`config.mk`:
```
export PLATFORM = sky130hd
export DESIGN_NAME = fabric_cfg_sequencer
export DESIGN_NICKNAME = d
export VERILOG_FILES = /design/src/rtl/fabric_pkg.sv /design/src/rtl/stream_demux.sv /design/src/rtl/fabric_cfg_sequencer.sv
export SDC_FILE = /design/constraint.sdc
export NUM_CORES = 1
export LEC_CHECK = 0
export ABC_AREA = 1
export BUFFER_PORTS_ARGS = -buffer_cell sky130_fd_sc_hd__buf_2
export CAP_MARGIN = 40
export CORE_MARGIN = 4
export CORE_UTILIZATION = 40
export DETAILED_ROUTE_END_ITERATION = 8
export GPL_TIMING_DRIVEN = 0
export PLACE_DENSITY = 0.65
export SLEW_MARGIN = 20
export SYNTH_ARGS = -nofsm -noshare
export SYNTH_HDL_FRONTEND = slang
export SYNTH_HIERARCHICAL = 1
export SYNTH_SLANG_ARGS = --single-unit
```
`constraint.sdc`:
```
create_clock -name clk -period 1.64 [get_ports clk]
set_input_delay 0.246 -clock clk [delete_from_list [all_inputs] [get_ports clk]]
set_output_delay 0.246 -clock clk [all_outputs]
set_load 0.005 [all_outputs]
```
`src/rtl/fabric_pkg.sv`:
```
// Shared definitions for the CLB fabric: sequencer state encoding and the
// bitstream geometry derived from the CLB's LUT structure.
package fabric_pkg;

  localparam int LUT_WIDTH  = 4;
  localparam int SIG_TYPE_W = 2;
  localparam int SIG_IDX_W  = 8;
  localparam int TT_BITS    = 1 << LUT_WIDTH;

  // One serial beat per bit; each CLB segment is its input selects plus truth table.
  localparam int DEFAULT_DATA_W        = 1;
  localparam int DEFAULT_BEATS_PER_CLB = LUT_WIDTH * (SIG_TYPE_W + SIG_IDX_W) + TT_BITS;

  typedef enum logic [2:0] {
    ST_IDLE,
    ST_CFG_START,
    ST_CFG_STREAM,
    ST_DONE,
    ST_RUN,
    ST_ERROR
  } t_seq_state;

endpackage

```
`src/rtl/stream_demux.sv`:
```
// Combinational one-to-many valid/ready router: steers the upstream valid to the
// selected CLB and returns that CLB's ready upstream.
module stream_demux #(
  parameter int NUM_CLBS  = 4,
  parameter int CLB_IDX_W = (NUM_CLBS > 1) ? $clog2(NUM_CLBS) : 1
) (
  input  logic                 en,
  input  logic [CLB_IDX_W-1:0] sel,
  input  logic                 s_tvalid,
  output logic                 s_tready,
  output logic [NUM_CLBS-1:0]  m_tvalid,
  input  logic [NUM_CLBS-1:0]  m_tready
);

  always_comb begin
    m_tvalid = '0;
    s_tready = 1'b0;
    if (en) begin
      for (int k = 0; k < NUM_CLBS; k++) begin
        m_tvalid[k] = s_tvalid && (sel == CLB_IDX_W'(k));
      end
      s_tready = m_tready[sel];
    end
  end

endmodule

```
`src/rtl/fabric_cfg_sequencer.sv`:
```
// Configuration and run controller for the CLB array: splits one serial bitstream
// into per-CLB segments, checks its framing, and gates the global run signal.
module fabric_cfg_sequencer
  import fabric_pkg::*;
#(
  parameter int NUM_CLBS      = 4,
  parameter int DATA_W        = DEFAULT_DATA_W,
  parameter int BEATS_PER_CLB = DEFAULT_BEATS_PER_CLB,
  parameter int CLB_IDX_W     = (NUM_CLBS > 1) ? $clog2(NUM_CLBS) : 1,
  parameter int BEAT_CNT_W    = (BEATS_PER_CLB > 1) ? $clog2(BEATS_PER_CLB) : 1
) (
  input  logic                 clk,
  input  logic                 rst,
  input  logic                 start_cfg,
  input  logic                 run_en,
  input  logic                 s_tvalid,
  output logic                 s_tready,
  input  logic [DATA_W-1:0]    s_tdata,
  input  logic                 s_tlast,
  output logic [NUM_CLBS-1:0]  clb_cfg,
  output logic [NUM_CLBS-1:0]  m_tvalid,
  input  logic [NUM_CLBS-1:0]  m_tready,
  output logic [DATA_W-1:0]    m_tdata,
  output logic                 m_tlast,
  output logic                 run,
  output logic                 cfg_done,
  output logic                 cfg_err,
  output logic                 busy,
  output logic [CLB_IDX_W-1:0] clb_idx
);

  t_seq_state            state_q, state_d;
  logic [CLB_IDX_W-1:0]  clb_idx_q, clb_idx_d;
  logic [BEAT_CNT_W-1:0] beat_cnt_q, beat_cnt_d;
  logic                  cfg_done_q, cfg_done_d;
  logic                  cfg_err_q, cfg_err_d;

  logic stream_active;
  logic xfer;
  logic seg_last;
  logic clb_last;

  assign stream_active = (state_q == ST_CFG_STREAM);
  assign seg_last      = (beat_cnt_q == BEAT_CNT_W'(BEATS_PER_CLB - 1));
  assign clb_last      = (clb_idx_q == CLB_IDX_W'(NUM_CLBS - 1));
  assign xfer          = s_tvalid && s_tready;

  stream_demux #(
    .NUM_CLBS  (NUM_CLBS),
    .CLB_IDX_W (CLB_IDX_W)
  ) u_demux (
    .en       (stream_active),
    .sel      (clb_idx_q),
    .s_tvalid (s_tvalid),
    .s_tready (s_tready),
    .m_tvalid (m_tvalid),
    .m_tready (m_tready)
  );

  always_comb begin
    state_d    = state_q;
    clb_idx_d  = clb_idx_q;
    beat_cnt_d = beat_cnt_q;
    cfg_done_d = cfg_done_q;
    cfg_err_d  = cfg_err_q;
    clb_cfg    = '0;

    case (state_q)
      ST_IDLE, ST_DONE, ST_ERROR: begin
        if (start_cfg) begin
          state_d    = ST_CFG_START;
          clb_idx_d  = '0;
          beat_cnt_d = '0;
          cfg_done_d = 1'b0;
          cfg_err_d  = 1'b0;
        end else if ((state_q == ST_DONE) && run_en) begin
          state_d = ST_RUN;
        end
      end

      ST_CFG_START: begin
        clb_cfg[clb_idx_q] = 1'b1;
        state_d            = ST_CFG_STREAM;
      end

      // A beat carrying tlast is forwarded even when misplaced; the error takes effect after it.
      ST_CFG_STREAM: begin
        if (xfer) begin
          if (seg_last && clb_last) begin
            beat_cnt_d = '0;
            if (s_tlast) begin
              state_d    = ST_DONE;
              cfg_done_d = 1'b1;
            end else begin
              state_d   = ST_ERROR;
              cfg_err_d = 1'b1;
            end
          end else if (s_tlast) begin
            state_d   = ST_ERROR;
            cfg_err_d = 1'b1;
          end else if (seg_last) begin
            beat_cnt_d = '0;
            clb_idx_d  = clb_idx_q + CLB_IDX_W'(1);
            state_d    = ST_CFG_START;
          end else begin
            beat_cnt_d = beat_cnt_q + BEAT_CNT_W'(1);
          end
        end
      end

      ST_RUN: begin
        if (!run_en) begin
          state_d = ST_DONE;
        end
      end

      default: state_d = ST_IDLE;
    endcase
  end

  always_ff @(posedge clk or posedge rst) begin
    if (rst) begin
      state_q    <= ST_IDLE;
      clb_idx_q  <= '0;
      beat_cnt_q <= '0;
      cfg_done_q <= 1'b0;
      cfg_err_q  <= 1'b0;
    end else begin
      state_q    <= state_d;
      clb_idx_q  <= clb_idx_d;
      beat_cnt_q <= beat_cnt_d;
      cfg_done_q <= cfg_done_d;
      cfg_err_q  <= cfg_err_d;
    end
  end

  assign m_tdata  = s_tdata;
  assign m_tlast  = stream_active && seg_last;
  assign run      = (state_q == ST_RUN);
  assign busy     = (state_q == ST_CFG_START) || stream_active;
  assign cfg_done = cfg_done_q;
  assign cfg_err  = cfg_err_q;
  assign clb_idx  = clb_idx_q;

endmodule

```
# After elaboration in Yosys (flattened, before gate mapping)
# Index checks and enable logic that the tools add are counted.
[word_totals] register_bits=13 latch_bits=0 ram_bits=0 rom_bits=0 in_bits=11 output_inout_bits=17 wordCells=87 memories=0
[classes] addsub=2 mul=0 div_mod_pow=0 order_cmp=2 eq_ne=22 shifts=0 mux=37 bitwise_logic=0 n_reduce_logical=19
[op_table] operator="two-way mux 6 bit" n=5
[op_table] operator="two-way mux 3 bit" n=8
[op_table] operator="case mux 3 bit (4 select lines)" n=1
[op_table] operator="case mux 6 bit (2 select lines)" n=1
[op_table] operator="two-way mux 1 bit" n=10
[op_table] operator="two-way mux 2 bit" n=5
[op_table] operator="inequality test 2 bit, second input constant" n=5
[op_table] operator="AND reduction 5 bit" n=2
[op_table] operator="logical AND 1 bit" n=9
[op_table] operator="two-way mux 4 bit" n=2
[op_table] operator="AND reduction 4 bit" n=2
[op_table] operator="adder 6 x 1 -> 6 bit, second input constant" n=1
[op_table] operator="== test 3 x 2 -> 1 bit, second input constant" n=2
[op_table] operator="== test 3 bit, second input constant" n=2
[op_table] operator="== test 6 bit, second input constant" n=1
[op_table] operator="inequality test 2 x 1 -> 1 bit, second input constant" n=3
[op_table] operator="inequality test 3 x 2 -> 1 bit, second input constant" n=2
[op_table] operator="inequality test 3 bit, second input constant" n=2
[op_table] operator="AND reduction 6 bit" n=1
[op_table] operator="== test 2 bit, second input constant" n=2
[op_table] operator="inequality test 4 x 2 -> 1 bit, second input constant" n=1
[op_table] operator="case mux 1 bit (2 select lines)" n=2
[op_table] operator="case mux 2 bit (2 select lines)" n=1
[op_table] operator="== test 3 x 1 -> 1 bit, second input constant" n=1
[op_table] operator="other kinds (11)" n=11

# Logic depth before layout (Yosys ltp)
# Gate-level depths: netlist (run 1).
[depth] depth_word=6 ltp_mapped=12 mapped_depth_nobuf=12

# Cells and area by module
# The synthesis (run 1) kept the hierarchy.
[modules_own_cells] mod="fabric_cfg_sequencer" n_inst=1 cells_each=149 area_each_um2=1046.0 seq_area_each_um2=325.3
[modules_own_cells] mod="stream_demux" n_inst=1 cells_each=17 area_each_um2=72.6 seq_area_each_um2=0.0

# Least setup slack after synthesis (run 1)
# Ideal clock, no wire load.
[synth_path] path_type="register to register" from="reg state_q[0]" to="reg beat_cnt_q[4]" setup_ns=0.117 arrival_time_ns=1.495 required_time_ns=1.523 path_slack_ns=0.028 stages_incl_launch_ff=13 n_path_buf=0 period_less_slack_ns=1.612 cell_sequence="dfrtp_1 > inv_2 > nand3_2 > inv_2 > inv_1 > nor2_1 > nand2_1 > nand2_2 > nand2_2 > nor2_8 > inv_4 > nand2_1 > nand2_1"
[synth_between] elab_chain_cells=5 word_cells_on_any_way=13 classes_between="6 x eq/ne; 2 x mux; 5 x reduce/logical"
[synth_rtl] item="from (decl)" line="fabric_cfg_sequencer.sv:32" text="t_seq_state state_q, state_d;"
[synth_rtl] item="from (signal assigned)" line="fabric_cfg_sequencer.sv:129" text="state_q <= state_d;"
[synth_rtl] item="== test 3 x 2 -> 1 bit" line="fabric_cfg_sequencer.sv:43" text="assign stream_active = (state_q == ST_CFG_STREAM);"
[synth_rtl] item="two-way mux 1 bit" line="stream_demux.sv:18" text="if (en) begin"
[synth_rtl] item="via s_tready" line="fabric_cfg_sequencer.sv:17" text="output logic s_tready,"
[synth_rtl] item="logical AND 1 bit" line="fabric_cfg_sequencer.sv:46" text="assign xfer = s_tvalid && s_tready;"
[synth_rtl] item="inequality test 2 x 1 -> 1 bit (no source line)"
[synth_rtl] item="AND reduction 4 bit (no source line)"
[synth_rtl] item="to (signal assigned)" line="fabric_cfg_sequencer.sv:131" text="beat_cnt_q <= beat_cnt_d;"
[synth_rtl] item="to (decl)" line="fabric_cfg_sequencer.sv:34" text="logic [BEAT_CNT_W-1:0] beat_cnt_q, beat_cnt_d;"
# The timed path passes the listed nets, and every way through them passes these cells.
# A chain may end at the register's enable or synchronous reset.

# Worst setup path in the final report (run 1)
[layout_path] from="reg clb_idx_q[0] (netlist: clb_idx[0])" to="reg beat_cnt_q[2]"
[layout_between] elab_chain_cells=6 word_cells_on_any_way=12 classes_between="3 x eq/ne; 6 x mux; 3 x reduce/logical"
[layout_rtl] item="from (decl)" line="fabric_cfg_sequencer.sv:33" text="logic [CLB_IDX_W-1:0] clb_idx_q, clb_idx_d;"
[layout_rtl] item="from (signal assigned)" line="fabric_cfg_sequencer.sv:130" text="clb_idx_q <= clb_idx_d;"
[layout_rtl] item="binary-select mux 1 bit (select 2 bit)" line="stream_demux.sv:22" text="s_tready = m_tready[sel];"
[layout_rtl] item="two-way mux 1 bit (not written as such)" line="stream_demux.sv:22"
[layout_rtl] item="two-way mux 1 bit" line="stream_demux.sv:18"
[layout_rtl] item="logical AND 1 bit" line="fabric_cfg_sequencer.sv:46"
[layout_rtl] item="inequality test 2 x 1 -> 1 bit (no source line)"
[layout_rtl] item="AND reduction 4 bit (no source line)"
# Several ways; a longest one is shown, not always the timed one. The select of a mux whose other input is x is not followed.

==> metrics.md, run 1 <==
| Metric | Value |
|---|---|
| RSZ-0062 raised after global routing | yes |
| Routability cong. | 0.859 |
| CP Depth | 12 |
| WP data arrival | 1.84 ns |
| Max-slew violations | 0 |
| Nets | 233 |
| Clock root cell | clkbuf_4 |
| Peak supply drop | 1080 uV |
| First-pass GRT wire length | 4620 um |
| CTS tree | yes |
| Seq/Total Area, Yosys | 29.1% |
| CTS buffer count | 3 |
| Clock slew at reported path FFs | 0.08 ns |
| CORE AREA | 2570 um^2 |
| Die area | 3710 um^2 |
| Skew final | 0.00306 ns |
| Xor and xnor area share after synthesis | 1.57% |
| # diodes | 0 |
| Fin crit share | 102% |
| Pin count of the biggest net entering global routing | 14 |
| Final WL | 3230 um |
| Setup-failing EPs final | 7 |
| Data required time of the critical path | 1.82 ns |
| Rel. slew slack | 65.0% |
| Largest family of logic cells by synthesized area | simple AND/OR/NAND/NOR gates |
| Clk sinks | 13 |
| Die Ht | 60.9 um |
| Fin crit period | 1.67 ns |
| Reg2reg start | clb_idx[0] |
| Cells after synthesis | 166 |
| Worst Path Buf+Inv | 2 |
| Post-Place Cells | 222 |
| Synth Area in Compound Gates | 3.13% |
| # fillers | 228 |
| Kind of critical path | flop to flop |
| Status | complete, but fails checks |
| Final hold vios | 13 |
| Slowest CP cell | dfrtp_2 |
| Number of global-route vias before repair | 1055 |
| Synth Area in Simple Gates | 50.0% |
| DR pass1 iterations | 4 |
| Critical Path Source Type | flop |
| Post-synth ARST share | 100% |
| Area Growth Syn to Fin | 43.6% |
| Initial DRC Count | 76 |
| Die width | 60.9 um |
| Synth Area in Adders | 5.59% |
| CP endpoint kind | flop |
| Failing checks | negative hold slack, negative setup slack |
| Post-synth EDFFs | 0 |
| Final hold slack | -0.0166 ns |
| IO Pins | 28 |
| Worst-Skew Late Latency | 0.28 ns |
| Syn Nets | 182 |
| Post-Syn Area | 1120 um^2 |
| Initial antenna violation count | 0 |
| Hold Crit Class | primary input to asynchronous set/reset pin |
| Final ANT Viol Nets | 0 |
| Routed WL per cell | 13.1 um |
| Synth warn | 6 |
| Lkg Pwr | 0.879 nW |
| Fmax | 0.600 GHz |
| Grt ovf | 0 |
| Initial Util | 43.6% |
| Distinct cell type count after synthesis | 25 |
| Overall Global Routing Usage | 16.5% |
| Vias | 1249 |
| Port bufs | 26 |
| Layout cells sized above 1 | 46.3% |
| Syn_area_per_cell | 6.74 um^2 |
| Mux cell area share after synthesis | 0% |
| Max Cap Viol | 0 |
| R2r setup slk | -0.03 ns |
| R2R cell count | 12 |
| Std cell rows | 18 |
| Finished Layout Cells | 246 |
| CP max stage delay | 0.43 ns |
| H-tree level count | 1 |
| Final setup margin | -0.0264 ns |
| Drt drc | 0 |
| CP max FO | 8 |
| Pwr/cell area | 1540 nW/um^2 |
| Top delay family on crit path | simple AND/OR/NAND/NOR gates |
| Crit-path most repeated cell | nand2_1 |
| Via density | 5.08 |
| Synth Register Bits | 13 |
| RR Endpoint | beat_cnt_q[2] |
| Clock Tree Buf Depth | 2 |
| DP Wirelength | 2060 um |
| Top FF cell, synth | dfrtp_1 |
| Slew @ Worst Pin | 0.524 ns |
| Critical-path cell list | buf_6 > nand3_2 > nand2_1 > nor2_1 > nor2_1 > nand2_1 > nand2_4 > nand2_4 > nor2_8 > inv_4 > nand2_1 > nand2_1 |
worst max-delay path by stage:
stage	start	to	slack [ns]
after floorplan	state_q[0]	beat_cnt_q[4]	0.03
after global placement	state_q[2]	beat_cnt_q[1]	-0.14
after detailed placement	state_q[0]	beat_cnt_q[1]	-0.17
after CTS	clb_idx[1]	beat_cnt_q[1]	0.01
after global routing	clb_idx[1]	beat_cnt_q[2]	-0.16
final	clb_idx[0]	beat_cnt_q[2]	-0.03
area by class of cell:
cell class              instances  area (um^2)  area share [%]
well taps                      30         37.5            2.34
multi-input cells             125          793            49.4
clock buffers                   4         26.3            1.64
plain buffers                   2         18.8            1.17
repair buffers                 46          298            18.5
flip-flops and latches         13          330            20.6
inverters                      26          103            6.39
sequential cells by signal (all words and copies together), names as in the netlist:
name / flops
beat_cnt_q: 6
state_q: 3
clb_idx: 2
cfg_done: 1
cfg_err: 1
synth_stat cells (2+ instances only):
master	count	share of area, %
nand2_2	4	2.2
o21ai_0	3	1.3
xor2_1	2	1.6
dfrtp_1	13	29
nor2_4	3	3.0
nand2_1	44	15
nand3_2	3	2.7
ha_1	5	5.6
nand3_1	22	9.8
nor2_1	18	6.0
a21oi_1	2	0.89
nor2_2	3	1.7
inv_2	6	2.0
nand4_1	2	1.1
nor3_1	6	2.7
o21ai_1	2	0.89
inv_1	19	6.4
nand3b_1	2	1.3
power by group:
| part | switching (mW) | internal, mW |
|---|---|---|
| combinational | 1.04 | 0.720 |
| sequential | 0.0936 | 0.412 |
| clock | 0.109 | 0.0945 |
| total | 1.24 | 1.23 |
worst reg2reg max path, delay by kind of cell, from the launching register on:
| family | cells | cell delay (ns) |
|---|---|---|
| AND/OR/NAND/NOR | 10 | 0.93 |
| flip-flops | 1 | 0.43 |
| buffers and inverters | 2 | 0.21 |
metrics by stage:
stage | TNS (ns) | total power [mW] | setup slack, ns | cell area [um^2] | utilization [%]
final | -0.0597 | 2.47 | -0.0264 | 1610 | 62.6
after global routing | -1.76 | 2.68 | -0.158 | 1610 | 62.6
after CTS | 0 | 2.06 | 0.0138 | 1370 | 53.4
after floorplan | 0 | 1.45 | 0.0280 | 1120 | -
after global placement | -1.11 | 1.72 | -0.142 | 1290 | 50.1
after detailed placement | -1.47 | 1.76 | -0.174 | 1290 | 50.1
cell families (layout without fill, tap and decap cells):
| group | after synthesis | after routing |
|---|---|---|
| buffers and inverters | 28 | 78 |
| AOI/OAI and AO/OA | 7 | 7 |
| and+or+nand+nor | 111 | 111 |
| DFF | 13 | 13 |
| xor gates and xnor gates | 2 | 2 |
| adders and majority gates | 5 | 5 |
per-layer routing:
layer	track usage [%]	routed length (um)
met1	22.3	1380
met2	25.5	1630
met3	4.47	203
met4	5.26	14
met5	0	0
cells in the final DEF, fill, tap and decap left out, types with 2 or more instances in the layout:
cell,Yosys,layout
a21oi_1,2,2
buf_2,0,25
buf_4,1,18
buf_6,1,5
clkbuf_4,0,3
dfrtp_1,13,9
dfrtp_2,0,4
ha_2,0,3
inv_1,19,16
inv_2,6,8
inv_4,1,2
nand2_1,44,37
nand2_2,4,6
nand2_4,1,6
nand3_1,22,19
nand3_2,3,5
nand3b_1,2,2
nand4_1,2,2
nor2_1,18,18
nor2_4,3,5
nor3_1,6,2
nor3_2,0,4
o21ai_0,3,3
xor2_1,2,2
timing repair:
action,in CTS,in global routing
setup endpoints to repair,20,22
hold buffers,0,0
pin swaps,3,15
gates resized for setup,8,36
setup buffers,5,15
No activity file was read; power rests on OpenSTA's default activity.
==> run 2, diff against run 1 <==
- ABC_AREA: 1 -> unset
- PLACE_DENSITY: 0.65 -> 0.66
==> run 2 against run 1 <==
Clock power up 9.8%; via count down 13%; wire length shrank 6.1%; highest routed layer unchanged; die area is 8.5% lower; critical path type unchanged; sequential share of layout area is 0.48 points lower; fmax down 17%; setup slack lost 0.35 ns; the run ends with negative setup slack left; register-to-register slack got worse by 0.35 ns; flip-flop and latch count unchanged; critical endpoint is now state_q[1].
==> metrics.md, run 2 <==
| Metric | Value |
|---|---|
| Via density | 5.48 |
| Max Cap Viol | 0 |
| Drt drc | 0 |
| Area leader, netlist | dfrtp_1 |
| Dominant cells by area after synthesis | dfrtp_1, ha_1, nand2_1, o21ai_0, inv_1 |
| WP data arrival | 2.19 ns |
| Slew @ Worst Pin | 0.582 ns |
| CP max FO | 5 |
| Failing checks | negative setup slack |
| Lkg Pwr | 0.777 nW |
| Synth warn | 6 |
| Final WL | 3040 um |
| Finished Layout Cells | 198 |
| Seq/Total Area, Yosys | 32.2% |
| GRT met1 Usage | 20.8% |
| Distinct cell type count after synthesis | 44 |
| Clock Tree Buf Depth | 2 |
| Clock root cell | clkbuf_4 |
| Overall Global Routing Usage | 16.6% |
| Port bufs | 26 |
| Post-Place Cells | 170 |
| Skew final | 0.00145 ns |
| GR Layer Usage met2 | 28.2% |
| Number of global-route vias before repair | 1018 |
| Largest Register | beat_cnt_q |
| Clock slew at reported path FFs | 0.09 ns |
| Grt ovf | 0 |
| Sw Pwr | 857 uW |
| Die area | 3390 um^2 |
| Max-slew violations | 0 |
| Internal | 1.14 mW |
| DR pass1 iterations | 6 |
| Fin crit period | 2.01 ns |
| DP Wirelength | 1810 um |
| Data required time of the critical path | 1.82 ns |
| Initial Util | 44.0% |
| Commonest non-fill, non-tap cell in the layout | buf_2 |
| IO Pins | 28 |
| Kind of critical path | flop to flop |
| Hold Crit Class | primary input to flop |
| Gr busiest metal | met2 |
| Syn Nets | 132 |
| CP endpoint kind | flop |
| Post-synth ARST share | 100% |
| Max reg flops | 6 |
| Synth top cells by count | nand2_1, dfrtp_1, inv_1, nor2_1, o21ai_0 |
| CTS buffer count | 3 |
| # fillers | 178 |
| Most frequent cells in the layout | buf_2, buf_6, buf_4 |
| Synth Register Bits | 13 |
| RSZ-0062 raised after global routing | yes |
| Routed WL per cell | 15.3 um |
| Die Ht | 58.2 um |
| Setup-failing EPs final | 21 |
| Fmax | 0.497 GHz |
| CTS tree | yes |
| Vias | 1086 |
| Most instantiated library cell after synthesis | nand2_1 |
| Top FF cell, synth | dfrtp_1 |
| Peak supply drop | 822 uV |
| Sequential power share | 21.8% |
| Initial antenna violation count | 0 |
| Top cell type's share of synthesized area | 32.2% |
| Critical Path Source Type | flop |
| Layout cells sized above 1 | 60.0% |
| TNS Setup | -5.27 ns |
| Post-synth EDFFs | 0 |
| Pin count of the biggest net entering global routing | 14 |
| Status | complete, but fails checks |
| Fin crit share | 123% |
| H-tree level count | 1 |
| Initial DRC Count | 30 |
| Final hold vios | 0 |
| Sw Ratio | 42.9% |
| Post-Syn Area | 1010 um^2 |
| Std cell rows | 17 |
| Routability cong. | 0.715 |
| Clk sinks | 13 |
| Clock power share | 11.2% |
| Die width | 58.2 um |
| Combinational share of power | 67.0% |
| Final ANT Viol Nets | 0 |
| CORE AREA | 2300 um^2 |
| Syn_area_per_cell | 8.70 um^2 |
| Cells after synthesis | 116 |
| Pwr/cell area | 1220 nW/um^2 |
| Rel. slew slack | 61.2% |
| Nets | 187 |
| Final setup margin | -0.373 ns |
| Met3 usage | 3.34% |
| Worst-Skew Late Latency | 0.30 ns |
| First-pass GRT wire length | 4330 um |
| # diodes | 0 |
| Area Growth Syn to Fin | 61.7% |
run 2: cell count changes in the layout (fill, tap and decap cells not counted), moves of 5 or more:
cell | before | now
nand3_1 | 19 | 4
nand2_1 | 37 | 11
buf_6 | 5 | 13
inv_2 | 8 | 1
nand3_2 | 5 | 0
nand2_4 | 6 | 1
buf_4 | 18 | 13
nor2_1 | 18 | 6
inv_1 | 16 | 4
run 2: layout make-up:
class / count / area, um^2 / area share, %
multi-input combinational: 89 / 777 / 47.6
timing repair buffer: 50 / 385 / 23.6
sequential: 13 / 328 / 20.1
inverter: 8 / 42.5 / 2.61
buffer: 6 / 37.5 / 2.30
tap: 28 / 35.0 / 2.15
clock buffer: 3 / 22.5 / 1.38
clock inverter: 1 / 5.00 / 0.307
run 2: logic make-up after synthesis:
kind of cell | share of synthesized area (%)
DFF | 32.2
muxes | 3.22
and+or+nand+nor | 27.5
AOI/OAI and AO/OA | 23.3
adders and majority gates | 6.20
buffers and inverters | 6.69
xor gates and xnor gates | 0.868
run 2: path summary, 6_finish.rpt:
kind                             from  slack [ns]  depth (start not counted)             to
setup / recovery           state_q[0]       -0.37                          9     state_q[1]
hold / removal                s_tlast        0.31                          3     state_q[1]
setup reg to reg           state_q[0]       -0.37                          9     state_q[1]
hold reg to reg               cfg_err        0.52                          2        cfg_err
max in group asynchronous         rst        0.76                          3     clb_idx[0]
min in group asynchronous         rst        0.51                          3  beat_cnt_q[3]
run 2: repair_timing:
action,4_1_cts,5_1_grt
setup endpoints to repair,21,24
pin swaps,6,9
resized for setup,6,52
endpoints found under the hold margin,13,0
hold buffers,1,0
setup buffers,7,16
run 2: power groups by stage:
stage	combinational [mW]	clock, mW	sequential [mW]
final	1.34	0.224	0.436
after global routing	1.45	0.252	0.451
after CTS	0.974	0.222	0.433
after detailed placement	0.842	0	0.438
after global placement	0.819	0	0.435
after floorplan	0.646	0	0.428
run 2: critical path: stages, from the launching register on:
cell and delay (ns):
dfrtp_1 0.38, or3b_1 0.39, buf_6 0.15, inv_8 0.06
and2_4 0.15, nand2_4 0.08, a22oi_2 0.19, o221ai_4 0.17
mux2i_1 0.23, o211ai_1 0.11
run 2: through the flow:
stage	instance area (um^2)	setup WS (ns)	hold WS [ns]	power, mW	utilization, %
finish	1630	-0.373	0.309	2.00	71.1
detailed placement	1190	-0.444	0.304	1.28	51.9
global placement	1190	-0.422	0.288	1.25	51.9
floorplan	1030	-0.327	0.123	1.07	-
global route	1630	-0.464	0.302	2.15	71.1
CTS	1310	-0.340	0.293	1.63	57.0
run 2: metal layers:
| layer | vias up | share of wire (%) |
|---|---|---|
| li1 | 524 | - |
| met1 | 533 | 44 |
| met4 | 0 | 0.95 |
| met5 | - | 0 |
| met3 | 2 | 4.7 |
| met2 | 27 | 50 |
